<file path="src/rtl/fieldious_io_pkg.sv">
// rtl/fieldious_io_pkg.sv - shared widths, fetch-width type and clamp for the streaming I/O stages
package fieldious_io_pkg;

  localparam int DEFAULT_DATA_WIDTH  = 11;
  localparam int DEFAULT_FETCH_WIDTH = 2;
  localparam int FW_ENC_WIDTH        = 3;

  typedef logic [FW_ENC_WIDTH-1:0] fetch_width_t;

  typedef enum logic {
    ST_EMPTY,
    ST_DRAIN
  } drain_state_t;

  // A zero or oversized request falls back to the full hardware width
  function automatic fetch_width_t clamp_fetch_width(input fetch_width_t req,
                                                     input fetch_width_t max_w);
    if (req == '0 || req > max_w) return max_w;
    return req;
  endfunction

endpackage

</file>
<file path="src/rtl/disaggregator_if.sv">
// rtl/disaggregator_if.sv - wide upstream FIFO head plus narrow downstream FIFO push
interface disaggregator_if
  import fieldious_io_pkg::*;
#(
  parameter int DATA_WIDTH  = DEFAULT_DATA_WIDTH,
  parameter int FETCH_WIDTH = DEFAULT_FETCH_WIDTH
);

  logic [FETCH_WIDTH*DATA_WIDTH-1:0] sender_data;
  logic                              sender_empty_n;
  logic                              sender_deq;
  logic [DATA_WIDTH-1:0]             receiver_data;
  logic                              receiver_full_n;
  logic                              receiver_enq;

  modport master (
    output sender_data, sender_empty_n, receiver_full_n,
    input  sender_deq, receiver_data, receiver_enq
  );

  modport slave (
    input  sender_data, sender_empty_n, receiver_full_n,
    output sender_deq, receiver_data, receiver_enq
  );

endinterface

</file>
<file path="src/rtl/disaggregator.sv">
// rtl/disaggregator.sv - splits wide FIFO words into narrow slices, lowest slice first
module disaggregator
  import fieldious_io_pkg::*;
#(
  parameter int DATA_WIDTH  = DEFAULT_DATA_WIDTH,
  parameter int FETCH_WIDTH = DEFAULT_FETCH_WIDTH
) (
  input  logic         clk,
  input  logic         rst,
  disaggregator_if.slave bus,
  input  logic         change_fetch_width,
  input  fetch_width_t input_fetch_width
);

  localparam int           WORD_WIDTH = FETCH_WIDTH * DATA_WIDTH;
  localparam fetch_width_t MAX_FW     = fetch_width_t'(FETCH_WIDTH);
  localparam fetch_width_t ONE        = fetch_width_t'(1);

  logic [WORD_WIDTH-1:0] buf_q, buf_d;
  fetch_width_t          cnt_q, cnt_d;
  fetch_width_t          fw_q, fw_d;
  drain_state_t          state;
  logic                  enq, deq;

  // State is just whether any slices remain in the buffer
  always_comb state = (cnt_q == '0) ? ST_EMPTY : ST_DRAIN;

  // Handshakes and next buffer/count/width; a load wins over the shift of the last slice
  always_comb begin
    buf_d = buf_q;
    cnt_d = cnt_q;
    fw_d  = fw_q;
    enq   = 1'b0;
    deq   = 1'b0;
    if (!rst) begin
      case (state)
        ST_EMPTY: begin
          deq = bus.sender_empty_n && !change_fetch_width;
          if (change_fetch_width) fw_d = clamp_fetch_width(input_fetch_width, MAX_FW);
        end
        ST_DRAIN: begin
          enq = bus.receiver_full_n;
          deq = bus.sender_empty_n && !change_fetch_width && (cnt_q == ONE) && enq;
        end
        default: ;
      endcase
      if (enq) begin
        buf_d = buf_q >> DATA_WIDTH;
        cnt_d = cnt_q - ONE;
      end
      if (deq) begin
        buf_d = bus.sender_data;
        cnt_d = fw_q;
      end
    end
  end

  // Register buffer, remaining count and active width
  always_ff @(posedge clk) begin
    if (rst) begin
      buf_q <= '0;
      cnt_q <= '0;
      fw_q  <= MAX_FW;
    end else begin
      buf_q <= buf_d;
      cnt_q <= cnt_d;
      fw_q  <= fw_d;
    end
  end

  assign bus.sender_deq    = deq;
  assign bus.receiver_enq  = enq;
  assign bus.receiver_data = buf_q[DATA_WIDTH-1:0];

endmodule

</file>
<file path="src/flat_wrapper.sv">
// flat-port wrapper written by rule: the top's interface ports become plain ports
module disaggregator_flat import fieldious_io_pkg::*;
#(
  parameter int DATA_WIDTH  = DEFAULT_DATA_WIDTH,
  parameter int FETCH_WIDTH = DEFAULT_FETCH_WIDTH
)
  (clk, rst, change_fetch_width, input_fetch_width, bus_sender_data, bus_sender_empty_n, bus_receiver_full_n, bus_sender_deq, bus_receiver_data, bus_receiver_enq);
  disaggregator_if #(.DATA_WIDTH(DATA_WIDTH), .FETCH_WIDTH(FETCH_WIDTH)) bus_i ();
  input  logic clk;
  input  logic rst;
  input  logic change_fetch_width;
  input  fetch_width_t input_fetch_width;
  input wire logic [$bits(bus_i.sender_data)-1:0] bus_sender_data;
  input wire logic [$bits(bus_i.sender_empty_n)-1:0] bus_sender_empty_n;
  input wire logic [$bits(bus_i.receiver_full_n)-1:0] bus_receiver_full_n;
  output wire logic [$bits(bus_i.sender_deq)-1:0] bus_sender_deq;
  output wire logic [$bits(bus_i.receiver_data)-1:0] bus_receiver_data;
  output wire logic [$bits(bus_i.receiver_enq)-1:0] bus_receiver_enq;
  assign bus_i.sender_data = bus_sender_data;
  assign bus_i.sender_empty_n = bus_sender_empty_n;
  assign bus_i.receiver_full_n = bus_receiver_full_n;
  assign bus_sender_deq = bus_i.sender_deq;
  assign bus_receiver_data = bus_i.receiver_data;
  assign bus_receiver_enq = bus_i.receiver_enq;
  disaggregator #(.DATA_WIDTH(DATA_WIDTH), .FETCH_WIDTH(FETCH_WIDTH)) u_core (.clk(clk), .rst(rst), .bus(bus_i), .change_fetch_width(change_fetch_width), .input_fetch_width(input_fetch_width));
endmodule
</file>
<file path="config.mk">
export PLATFORM = sky130hd
export DESIGN_NAME = disaggregator_flat
export DESIGN_NICKNAME = d
export VERILOG_FILES = /design/src/rtl/fieldious_io_pkg.sv /design/src/rtl/disaggregator_if.sv /design/src/rtl/disaggregator.sv /design/src/flat_wrapper.sv
export SDC_FILE = /design/constraint.sdc
export NUM_CORES = 1
export LEC_CHECK = 0
export BUFFER_PORTS_ARGS = -buffer_cell sky130_fd_sc_hd__buf_2
export CORE_ASPECT_RATIO = 0.75
export CORE_UTILIZATION = 50
export CTS_CLUSTER_SIZE = 25
export DETAILED_ROUTE_END_ITERATION = 6
export PLACE_DENSITY = 0.78
export SYNTH_ARGS = -nofsm -noshare
export SYNTH_HDL_FRONTEND = slang
export SYNTH_SLANG_ARGS = --single-unit
</file>
<file path="constraint.sdc">
create_clock -name clk -period 1.9 [get_ports clk]
set_input_delay 0.19 -clock clk [delete_from_list [all_inputs] [get_ports clk]]
set_output_delay 0.19 -clock clk [all_outputs]
set_load 0.01 [all_outputs]
</file>
# Yosys cells after proc, flatten, opt, wreduce, memory -nomap -nowiden
# Index checks and enable logic that the tools add are counted.
# classes
n_eq_ne	1
n_mul	0
n_addsub	1
muxes	17
bitwise	0
div	0
shifts	0
n_reduce_logical	9
magnitude_cmp	1
# op_table
cell	n
$mux W22	2
$mux W3	4
$mux W1	10
$logic_not A3 Y1	2
$eq A3 B1 Y1 const B	1
$gt A3 B2 Y1 const B	1
$logic_and A1 B1 Y1	3
$sub A3 B1 Y3 const B	1
$pmux W1 S2	1
$reduce_and A2 Y1	1
$reduce_bool A2 Y1	1
$logic_not A1 Y1	1
$logic_or A1 B1 Y1	1
# word_totals
regBits	28
inputBits	30
elab_cells	32
n_memories	0
latchBits	0
mem_bits_rw	0
mem_bits_ro	0

# Logic depth before layout (Yosys ltp)
# Gate-level depths: netlist (run 1).
# depth
word_depth	7
mapped_depth	6
mapped_depth_nobuf	5

# Worst setup path after synthesis (run 1)
# No wires, ideal clock.
# synth_timing
path_type	register to output
from	register u_core.cnt_q[0]
to	output port bus_sender_deq
required_ps	1710
stages_incl_launch_ff	7
setup_slack_ps	369
path_buffers	1
arrival_ps	1341
path_cell_list	dfxtp_1 -> inv_1 -> ha_1 -> a21o_1 -> nand2_1 -> clkbuf_1 -> nor2_1
# synth_between
elab_chain_len	6
word_cells_on_any_way	8
# synth_lines
element	line_no	rtl
start, declared	disaggregator.sv:20	fetch_width_t cnt_q, cnt_d;
start signal, assigned	disaggregator.sv:66	cnt_q <= cnt_d;
$eq A3 B1 Y1	disaggregator.sv:43	deq = bus.sender_empty_n && !change_fetch_width && (cnt_q == ONE) && enq;
$logic_and A1 B1 Y1 (2 in a row)	disaggregator.sv:43	
$pmux W1 S2 *	disaggregator.sv:36	case (state)
$mux W1 * (2 in a row)	disaggregator.sv:35	if (!rst) begin
end, declared	flat_wrapper.sv:16	output wire logic [$bits(bus_i.sender_deq)-1:0] bus_sender_deq;
# Every way passes the cells marked *; elsewhere a longest branch is shown, timed or not. The select of a mux whose other input is x is not followed.

# Worst setup path in the final report (run 1)
# layout_timing
from	register u_core.cnt_q[0]
to	output port bus_receiver_enq
# layout_between
elab_chain_len	4
# layout_lines
element	line_no	rtl
$logic_not A3 Y1	disaggregator.sv:26	always_comb state = (cnt_q == '0) ? ST_EMPTY : ST_DRAIN;
$mux W1	disaggregator.sv:36	
$mux W1 (2 in a row)	disaggregator.sv:35	
end, declared	flat_wrapper.sv:18	output wire logic [$bits(bus_i.receiver_enq)-1:0] bus_receiver_enq;
# No other way between the ends. The select of a mux whose other input is x is not followed.

==> results of run 1 <==
[path summary, 6_finish.rpt]
kind	startpoint	endpoint	slack, ns	depth (start not counted)
hold reg to reg	u_core.fw_q[0]$_SDFFE_PP0P_	u_core.fw_q[0]$_SDFFE_PP0P_	0.47	2
setup / recovery	u_core.cnt_q[0]$_SDFFE_PP0P_	bus_receiver_enq	0.11	6
hold / removal	bus_sender_data[12]	u_core.buf_q[12]$_SDFFE_PP0P_	0.16	3
setup reg to reg	u_core.cnt_q[0]$_SDFFE_PP0P_	u_core.cnt_q[1]$_SDFFE_PP0P_	0.20	5
[Yosys cell counts, types with 2 or more instances]
cell / count
a21o_1: 2
ha_1: 3
nand3_1: 23
o21ai_0: 12
a21oi_1: 13
dfxtp_1: 28
buf_2: 8
clkbuf_1: 9
nor3_1: 14
a311oi_1: 12
nand2b_1: 2
nor2_1: 3
buf_4: 11
inv_1: 3
o221ai_1: 11
nand2_1: 3
[layout make-up]
type                            count  area (sq um)
Clock buffer                        3         41.29
Tap cell                           36         45.04
Fill cell                         251          1026
Inverter                            3         11.26
Sequential cell                    28         561.8
Timing Repair Buffer               48         255.2
Multi-Input combinational cell    110         711.9
Clock inverter                      1         30.03
[stage by stage]
stage	hold WS (ns)	instances
finish	0.1574	229
CTS	0.1535	229
floorplan	0.2911	170
global placement	0.4435	225
global route	0.1587	229
detailed placement	0.4519	225
[metal layers]
layer  vias to the layer above  wire, microns
met5                         -              0
met4                         0             19
met3                         4            269
met2                        62           1662
met1                       642           1654
li1                        678              -
[power by group through the flow]
stage / clock (uW) / combinational (uW) / sequential, uW
after CTS: 470 / 1100 / 783
after global routing: 500 / 1210 / 803
final: 465 / 1110 / 787
after detailed placement: 0 / 1090 / 796
after floorplan: 0 / 853 / 775
after global placement: 0 / 1020 / 787
[logic make-up (layout without fill, tap and decap cells)]
family / count (synthesis) / count (layout) / synth area share (%)
mux: 1 / 1 / 0.6933
simple gates: 53 / 53 / 20.10
buf+inv: 32 / 55 / 12.39
flops: 28 / 28 / 38.82
fa+ha+maj: 3 / 3 / 2.600
compound gates: 53 / 53 / 25.39
[repair_timing]
| action | in CTS | in global routing |
|---|---|---|
| setup endpoints to repair | 1 | 1 |
| pin swaps | 0 | 0 |
| buffers inserted | 0 | 0 |
| resized for setup | 1 | 2 |
| hold buffers | 0 | 0 |
[worst max-delay path: stages, from the launching register on]
cell and delay (ns):
dfxtp_2 0.34, inv_1 0.10, ha_2 0.25, and2b_1 0.15, buf_4 0.25, nor3_2 0.06
buf_2 0.17
[sequential cells by signal, indices dropped and copies added, names as in the netlist]
name,flops
u_core.fw_q,3
u_core.buf_q,22
u_core.cnt_q,3
==> metrics, run 1 <==
status=finished clean; final clock skew=0.008483 ns; # rows=16; worst path arrival time=1.60 ns; RePlAce Congestion=0.7916; Clk Latency, worst-skew pair=0.28 ns; core region area=2683 sq um; Ports=43; Area growth syn-to-layout=14.73%; combinational power share=46.9%; syn nets=203; Num CTS Buffers=3; Slew Viols, Final=0; met3 Resource Use GR=4.953%; Routed wire per std cell=15.74 microns; total negative slack=0 ns; Synth Area per Inst=8.493 sq um; met1 Use GR=31.72%; Async S/R FF share, synth=0%; commonest non-fill, non-tap cell in the layout=buf_2; GR Util met2=40.25%; gr ovfl total=0; DP Worst Slack=0.1706 ns; Power, Total=2359 uW; most frequent cells in the layout=buf_2, dfxtp_1, nand3_1; Unique masters post-synth=29; Clock Path Buffers=2; final count of hold timing violations=0; Max VDD drop=0.9477 mV; RSZ-0062 raised after global routing=false; dpl hpwl=2497 microns; fmax=558.7 MHz; Lkg Pwr=0.0006438 uW; post-place instance area=1577 sq um; Sw Ratio=42.19%; Switching Power=995.2 uW; via count=1,386; vias in the first global route=1,301; Worst Path Max Fanout=24; Slew Limit Headroom=55.36%; period utilization=94.20%; design area=1657 sq um; crit path capture type=output port; Crit path required time=1.71 ns; Initial Utilization=53.82%; Tightest Pin Transition=0.6689 ns; nature of the critical path startpoint=flip-flop; port bufs=42; Clock Sinks=28; Gate Count Post-Synth=170; Crit Path Class=reg -> out; sequential area share after synthesis=38.82%; TritonCTS clock tree=done; Overall Global Routing Usage=23.78%; antenna cells=0; Vias/cell=6.052; fin crit period=1.790 ns; #FFs+latches synth=28; grt peak-use layer=met2; final WL=3605 microns; Synth area leaders=dfxtp_1, nand3_1, a311oi_1; Synth area leader=dfxtp_1; # setup viols final=0; post-layout util=61.75%; Die Span X=64.05 microns; EDFF count, synth=0; clock-pin slew on the worst setup and hold paths=0.10 ns; pin count of the biggest net entering global routing=32; Clk pwr share=19.7%; max-cap violation count=0; die area=3109 sq um; Min-Delay Path Class=in -> reg; share of the synthesized area in the top cell type=38.82%; ANT nets after route=0; Worst Setup Slack, final=0.1102 ns; DR iter-0 viols=106; Die Ht=48.54 microns; share of cells above drive strength 1=29.53%; Root Buffer=clkbuf_8; Post-layout nets=227; Synth Cell Area=1444 sq um; Power Dens Cells=1424 nW/um^2; Pre-antenna DRT Iters=4; first-pass GRT wire length=5844 microns; DRC viols=0; Primary FF master, synth=dfxtp_1; initial antenna violation count=0; Pint=1363 uW; Synthesis Warnings=0; sequential power share=33.4%; htree depth=1
Power figures use the tool's default switching activity.
==> run 2, diff against run 1 <==
- BUFFER_PORTS_ARGS: -buffer_cell sky130_fd_sc_hd__buf_2 -> default
- CORE_UTILIZATION: 50 -> 60
- DONT_BUFFER_PORTS: default -> 1
- PLACE_DENSITY: 0.78 -> 0.76
==> run 2 against run 1 <==
Cell area down 9.0%. Die area shrank 16%. Sequential share of layout area grew 3.3 points. Combinational power fell by 13%. Non-clock buffer count fell by 34. Largest power group unchanged.
==> metrics, run 2 (same netlist as run 1, synthesis figures left out) <==
dpl hpwl=2103 microns; Clock Path Buffers=2; htree depth=1; Crit Path Class=reg -> out; final count of hold timing violations=0; Lkg Pwr=0.0004922 uW; nature of the critical path startpoint=flip-flop; Die Ht=44.49 microns; commonest non-fill, non-tap cell in the layout=dfxtp_1; gr ovfl total=0; Final Hold Slack=0.01494 ns; Clk Latency, worst-skew pair=0.34 ns; Area growth syn-to-layout=4.420%; Initial Utilization=67.56%; multi-input logic area=718.2 sq um; Tightest Pin Transition=0.9501 ns; fin crit period=1.761 ns; Top Registers=u_core.buf_q (22), u_core.cnt_q (3), u_core.fw_q (3); register name with the most flops=u_core.buf_q; share of cells above drive strength 1=8.805%; antenna cells=0; worst path arrival time=1.57 ns; initial antenna violation count=0; Pre-antenna DRT Iters=4; Slew Viols, Final=0; Power Dens Cells=1448 nW/um^2; RePlAce Congestion=0.7478; Crit path required time=1.71 ns; Max VDD drop=0.7389 mV; port bufs=0; dpl cells=179; DRC viols=0; Die Span X=58.65 microns; core region area=2137 sq um; most frequent cells in the layout=dfxtp_1, nand3_1, a21oi_1, nor3_1; final WL=3323 microns; Min-Delay Path Class=in -> reg; ANT nets after route=0; crit path capture type=output port; max-cap violation count=0; final clock skew=0.01040 ns; max reg flops=22; register area=560.5 sq um; Vias/cell=6.754; Num CTS Buffers=3; # rows=14; TritonCTS clock tree=done; post-route insts no fill=191; # setup viols final=0; vias in the first global route=1,086; fmax=567.9 MHz; status=finished clean; total negative slack=0 ns; Ports=43; RSZ-0062 raised after global routing=false; Routed wire per std cell=17.40 microns; clock-pin slew on the worst setup and hold paths=0.16 ns; via count=1,290; pin count of the biggest net entering global routing=28; Overall Global Routing Usage=25.96%; period utilization=92.68%; DR iter-0 viols=78; Root Buffer=clkbuf_4; first-pass GRT wire length=5119 microns; Slew Limit Headroom=36.45%; # fillers=189; Post-layout nets=193; Worst Path Max Fanout=24; Clock Sinks=28; die area=2609 sq um
[run 2: cell count changes in the layout (fill, tap and decap cells not counted), moves of 3 or more]
cell | previous run | this run
clkbuf_8 | 3 | 0
buf_2 | 42 | 0
dlygate4sd3_1 | 0 | 8
clkbuf_4 | 0 | 3
[run 2: worst paths after layout]
kind                           startpoint                       endpoint  slack (ns)  depth (start not counted)
max          u_core.cnt_q[0]$_SDFFE_PP0P_               bus_receiver_enq        0.14                          4
min                   bus_sender_data[17]  u_core.buf_q[17]$_SDFFE_PP0P_        0.01                          2
max reg2reg  u_core.cnt_q[0]$_SDFFE_PP0P_  u_core.buf_q[17]$_SDFFE_PP0P_        0.17                          6
min reg2reg   u_core.fw_q[0]$_SDFFE_PP0P_    u_core.fw_q[0]$_SDFFE_PP0P_        0.49                          2
[run 2: worst max-delay path, stage by stage (launching register included)]
cell and delay [ns]:
dfxtp_1 0.39, inv_1 0.09, ha_1 0.28, and2b_4 0.28
nor3_4 0.19
[run 2: power by group]
part / internal, uW / leakage, uW / switching (uW) / total (uW)
registers: 712 / 0.000229 / 110 / 822
logic: 304 / 0.000236 / 664 / 968
clock network: 214 / 0.0000279 / 180 / 394
[run 2: layer usage]
layer	global-route usage, %	wire length (microns)	vias to the layer above
met1	34.85	1437	598
met3	8.187	361	2
met5	0	0	-
li1	-	-	610
met4	2.857	14	0
met2	42.76	1511	80
[run 2: layout make-up]
class | instances | share of cell area (%)
Multi-Input combinational cell | 110 | 47.63
Sequential cell | 28 | 37.18
Timing Repair Buffer | 14 | 8.299
Tap cell | 32 | 2.656
Clock inverter | 1 | 1.992
Clock buffer | 3 | 1.494
Inverter | 3 | 0.7469
[run 2: metrics by stage]
stage	worst slack, ns	util, %	total power [uW]	area, sq um
floorplan	0.3690	-	1628	1444
global placement	0.2007	63.70	1679	1361
detailed placement	0.08752	63.70	1717	1361
CTS	0.02086	70.02	2143	1496
global route	0.03303	70.55	2297	1508
finish	0.1390	70.55	2184	1508
[run 2: repair_timing]
item | in CTS | in global routing
hold endpoints to repair | 27 | 1
setup buffers | 0 | 0
endpoints found under the setup margin | 1 | 1
resized for setup | 3 | 1
hold buffers | 7 | 1
==> run 3, diff against run 2 <==
- clock period: 1.9 -> 2.3 ns (I/O delays scaled with it)
==> run 3 against run 2 <==
Register-to-register slack better by 0.19 ns. Sequential power decreased by 18%. Routed wire length decreased by 1.0%. Via count down 2.4%. Non-clock buffer count shrank 11. Hold slack better by 0.013 ns. Sequential share of layout area is 2.8 points higher. Clock-buffer cell count unchanged.
==> metrics, run 3 (same netlist as run 1, synthesis figures left out) <==
core region area=2137 sq um; max-cap violation count=0; Die Ht=44.49 microns; Vias/cell=6.994; Worst Setup Slack, final=0.2235 ns; RSZ-0062 raised after global routing=false; r2r startpoint=u_core.cnt_q[0]$_SDFFE_PP0P_; final count of hold timing violations=0; TritonCTS clock tree=done; DRC viols=0; period utilization=90.28%; dpl hpwl=2125 microns; Worst Hold Launch=bus_sender_data[12]; Worst Hold Path EP=u_core.buf_q[12]$_SDFFE_PP0P_; fmax=481.6 MHz; Crit Path Class=reg -> out; post-place instance area=1331 sq um; status=finished clean; Worst Path Max Fanout=24; nature of the critical path startpoint=flip-flop; Root Buffer=clkbuf_4; ANT nets after route=0; Die Span X=58.65 microns; Area growth syn-to-layout=-2.859%; Post-CTS Setup Bufs=0; worst path arrival time=1.85 ns; register name with the most flops=u_core.buf_q; vias in the first global route=1,108; DP Worst Slack=0.3257 ns; DR iter-0 viols=102; Top Registers=u_core.buf_q (22), u_core.cnt_q (3), u_core.fw_q (3); Max VDD drop=0.7892 mV; Ports=43; commonest non-fill, non-tap cell in the layout=dfxtp_1; initial antenna violation count=0; Lkg Pwr=0.0004402 uW; Slew Limit Headroom=34.50%; via count=1,259; Crit path required time=2.07 ns; fin crit period=2.076 ns; RePlAce Congestion=0.7712; Initial Utilization=67.56%; first-pass GRT wire length=5361 microns; most frequent cells in the layout=dfxtp_1, nand3_1, a21oi_1, nor3_1; Power Dens Cells=1241 nW/um^2; Routed wire per std cell=18.27 microns; Pre-antenna DRT Iters=5; final WL=3289 microns; R2R depth=5; Critical R2R Capture=u_core.cnt_q[0]$_SDFFE_PP0P_; crit path capture type=output port; port bufs=0; R2R setup slack=0.36 ns; design area=1403 sq um; Clk Latency, worst-skew pair=0.34 ns; antenna cells=0; Slew Viols, Final=0; pin count of the biggest net entering global routing=28; Clock Path Buffers=2; # rows=14; Tightest Pin Transition=0.9792 ns; share of cells above drive strength 1=7.432%; htree depth=1; # setup viols final=0; gr ovfl total=0; Overall Global Routing Usage=27.32%; Num CTS Buffers=3; Min-Delay Path Class=in -> reg; total negative slack=0 ns; Worst Hold Path Cells=2; Post-layout nets=182; final clock skew=0.009182 ns; max reg flops=22; Clock Sinks=28; clock-pin slew on the worst setup and hold paths=0.16 ns; die area=2609 sq um
-- run 3: cell count changes in the layout (fill, tap and decap cells not counted) --
cell,previous run,this run
a21o_1,2,1
a21o_2,0,1
and2b_1,0,1
and2b_4,1,0
buf_4,6,2
dlygate4sd3_1,8,1
nand2_1,3,2
nand2_2,0,1
nor3_2,0,1
nor3_4,1,0
-- run 3: worst max-delay path by stage --
stage | cells past startpoint | to | startpoint | slack [ns]
2_1_floorplan | 6 | bus_sender_deq | u_core.cnt_q[0]$_SDFFE_PP0P_ | 0.73
3_3_place_gp | 5 | bus_sender_deq | u_core.cnt_q[0]$_SDFFE_PP0P_ | 0.40
3_5_place_dp | 5 | bus_sender_deq | u_core.cnt_q[0]$_SDFFE_PP0P_ | 0.33
4_1_cts | 5 | bus_sender_deq | u_core.cnt_q[0]$_SDFFE_PP0P_ | 0.10
5_1_grt | 4 | bus_receiver_enq | u_core.cnt_q[0]$_SDFFE_PP0P_ | 0.06
6_report | 4 | bus_receiver_enq | u_core.cnt_q[0]$_SDFFE_PP0P_ | 0.22
-- run 3: final cells by class --
cell class                      count  area (sq um)
Fill cell                         199         734.5
Multi-Input combinational cell    110         713.2
Sequential cell                    28         560.5
Tap cell                           32         40.04
Clock inverter                      1         30.03
Timing Repair Buffer                3         25.02
Clock buffer                        3         22.52
Inverter                            3         11.26
-- run 3: per-layer routing --
metal / GRT usage (%) / part of all wire [%] / up-vias
li1: - / - / 592
met2: 40.46 / 43 / 78
met5: 0 / 0 / -
met4: 7.619 / 0.73 / 0
met1: 39.39 / 46 / 585
met3: 7.018 / 10 / 4
-- run 3: worst max-delay path: stages, from the launching register on --
cell,delay [ns]
dfxtp_1,0.35
inv_1,0.10
ha_1,0.27
and2b_1,0.65
nor3_2,0.13
-- run 3: metrics by stage --
stage	instances	utilization, %	total power, uW	hold slack [ns]
CTS	180	65.34	1718	0.02427
global route	180	65.63	1858	0.008996
global placement	175	62.30	1359	0.3007
floorplan	170	-	1344	0.3311
detailed placement	175	62.30	1391	0.3032
finish	180	65.63	1741	0.02747
-- run 3: power by group --
group / switching (uW) / total, uW / leakage (uW) / internal, uW
registers: 87.0 / 675 / 0.000229 / 588
logic: 534 / 737 / 0.000184 / 204
clock network: 152 / 328 / 0.0000279 / 176
-- run 3: repair_timing --
action / in CTS / in global routing
hold buffers: 1 / 0
gates resized for setup: 1 / 2
hold endpoints to repair: 27 / 0
pin swaps: 0 / 0
setup endpoints to repair: 1 / 2
cloned: 0 / 0
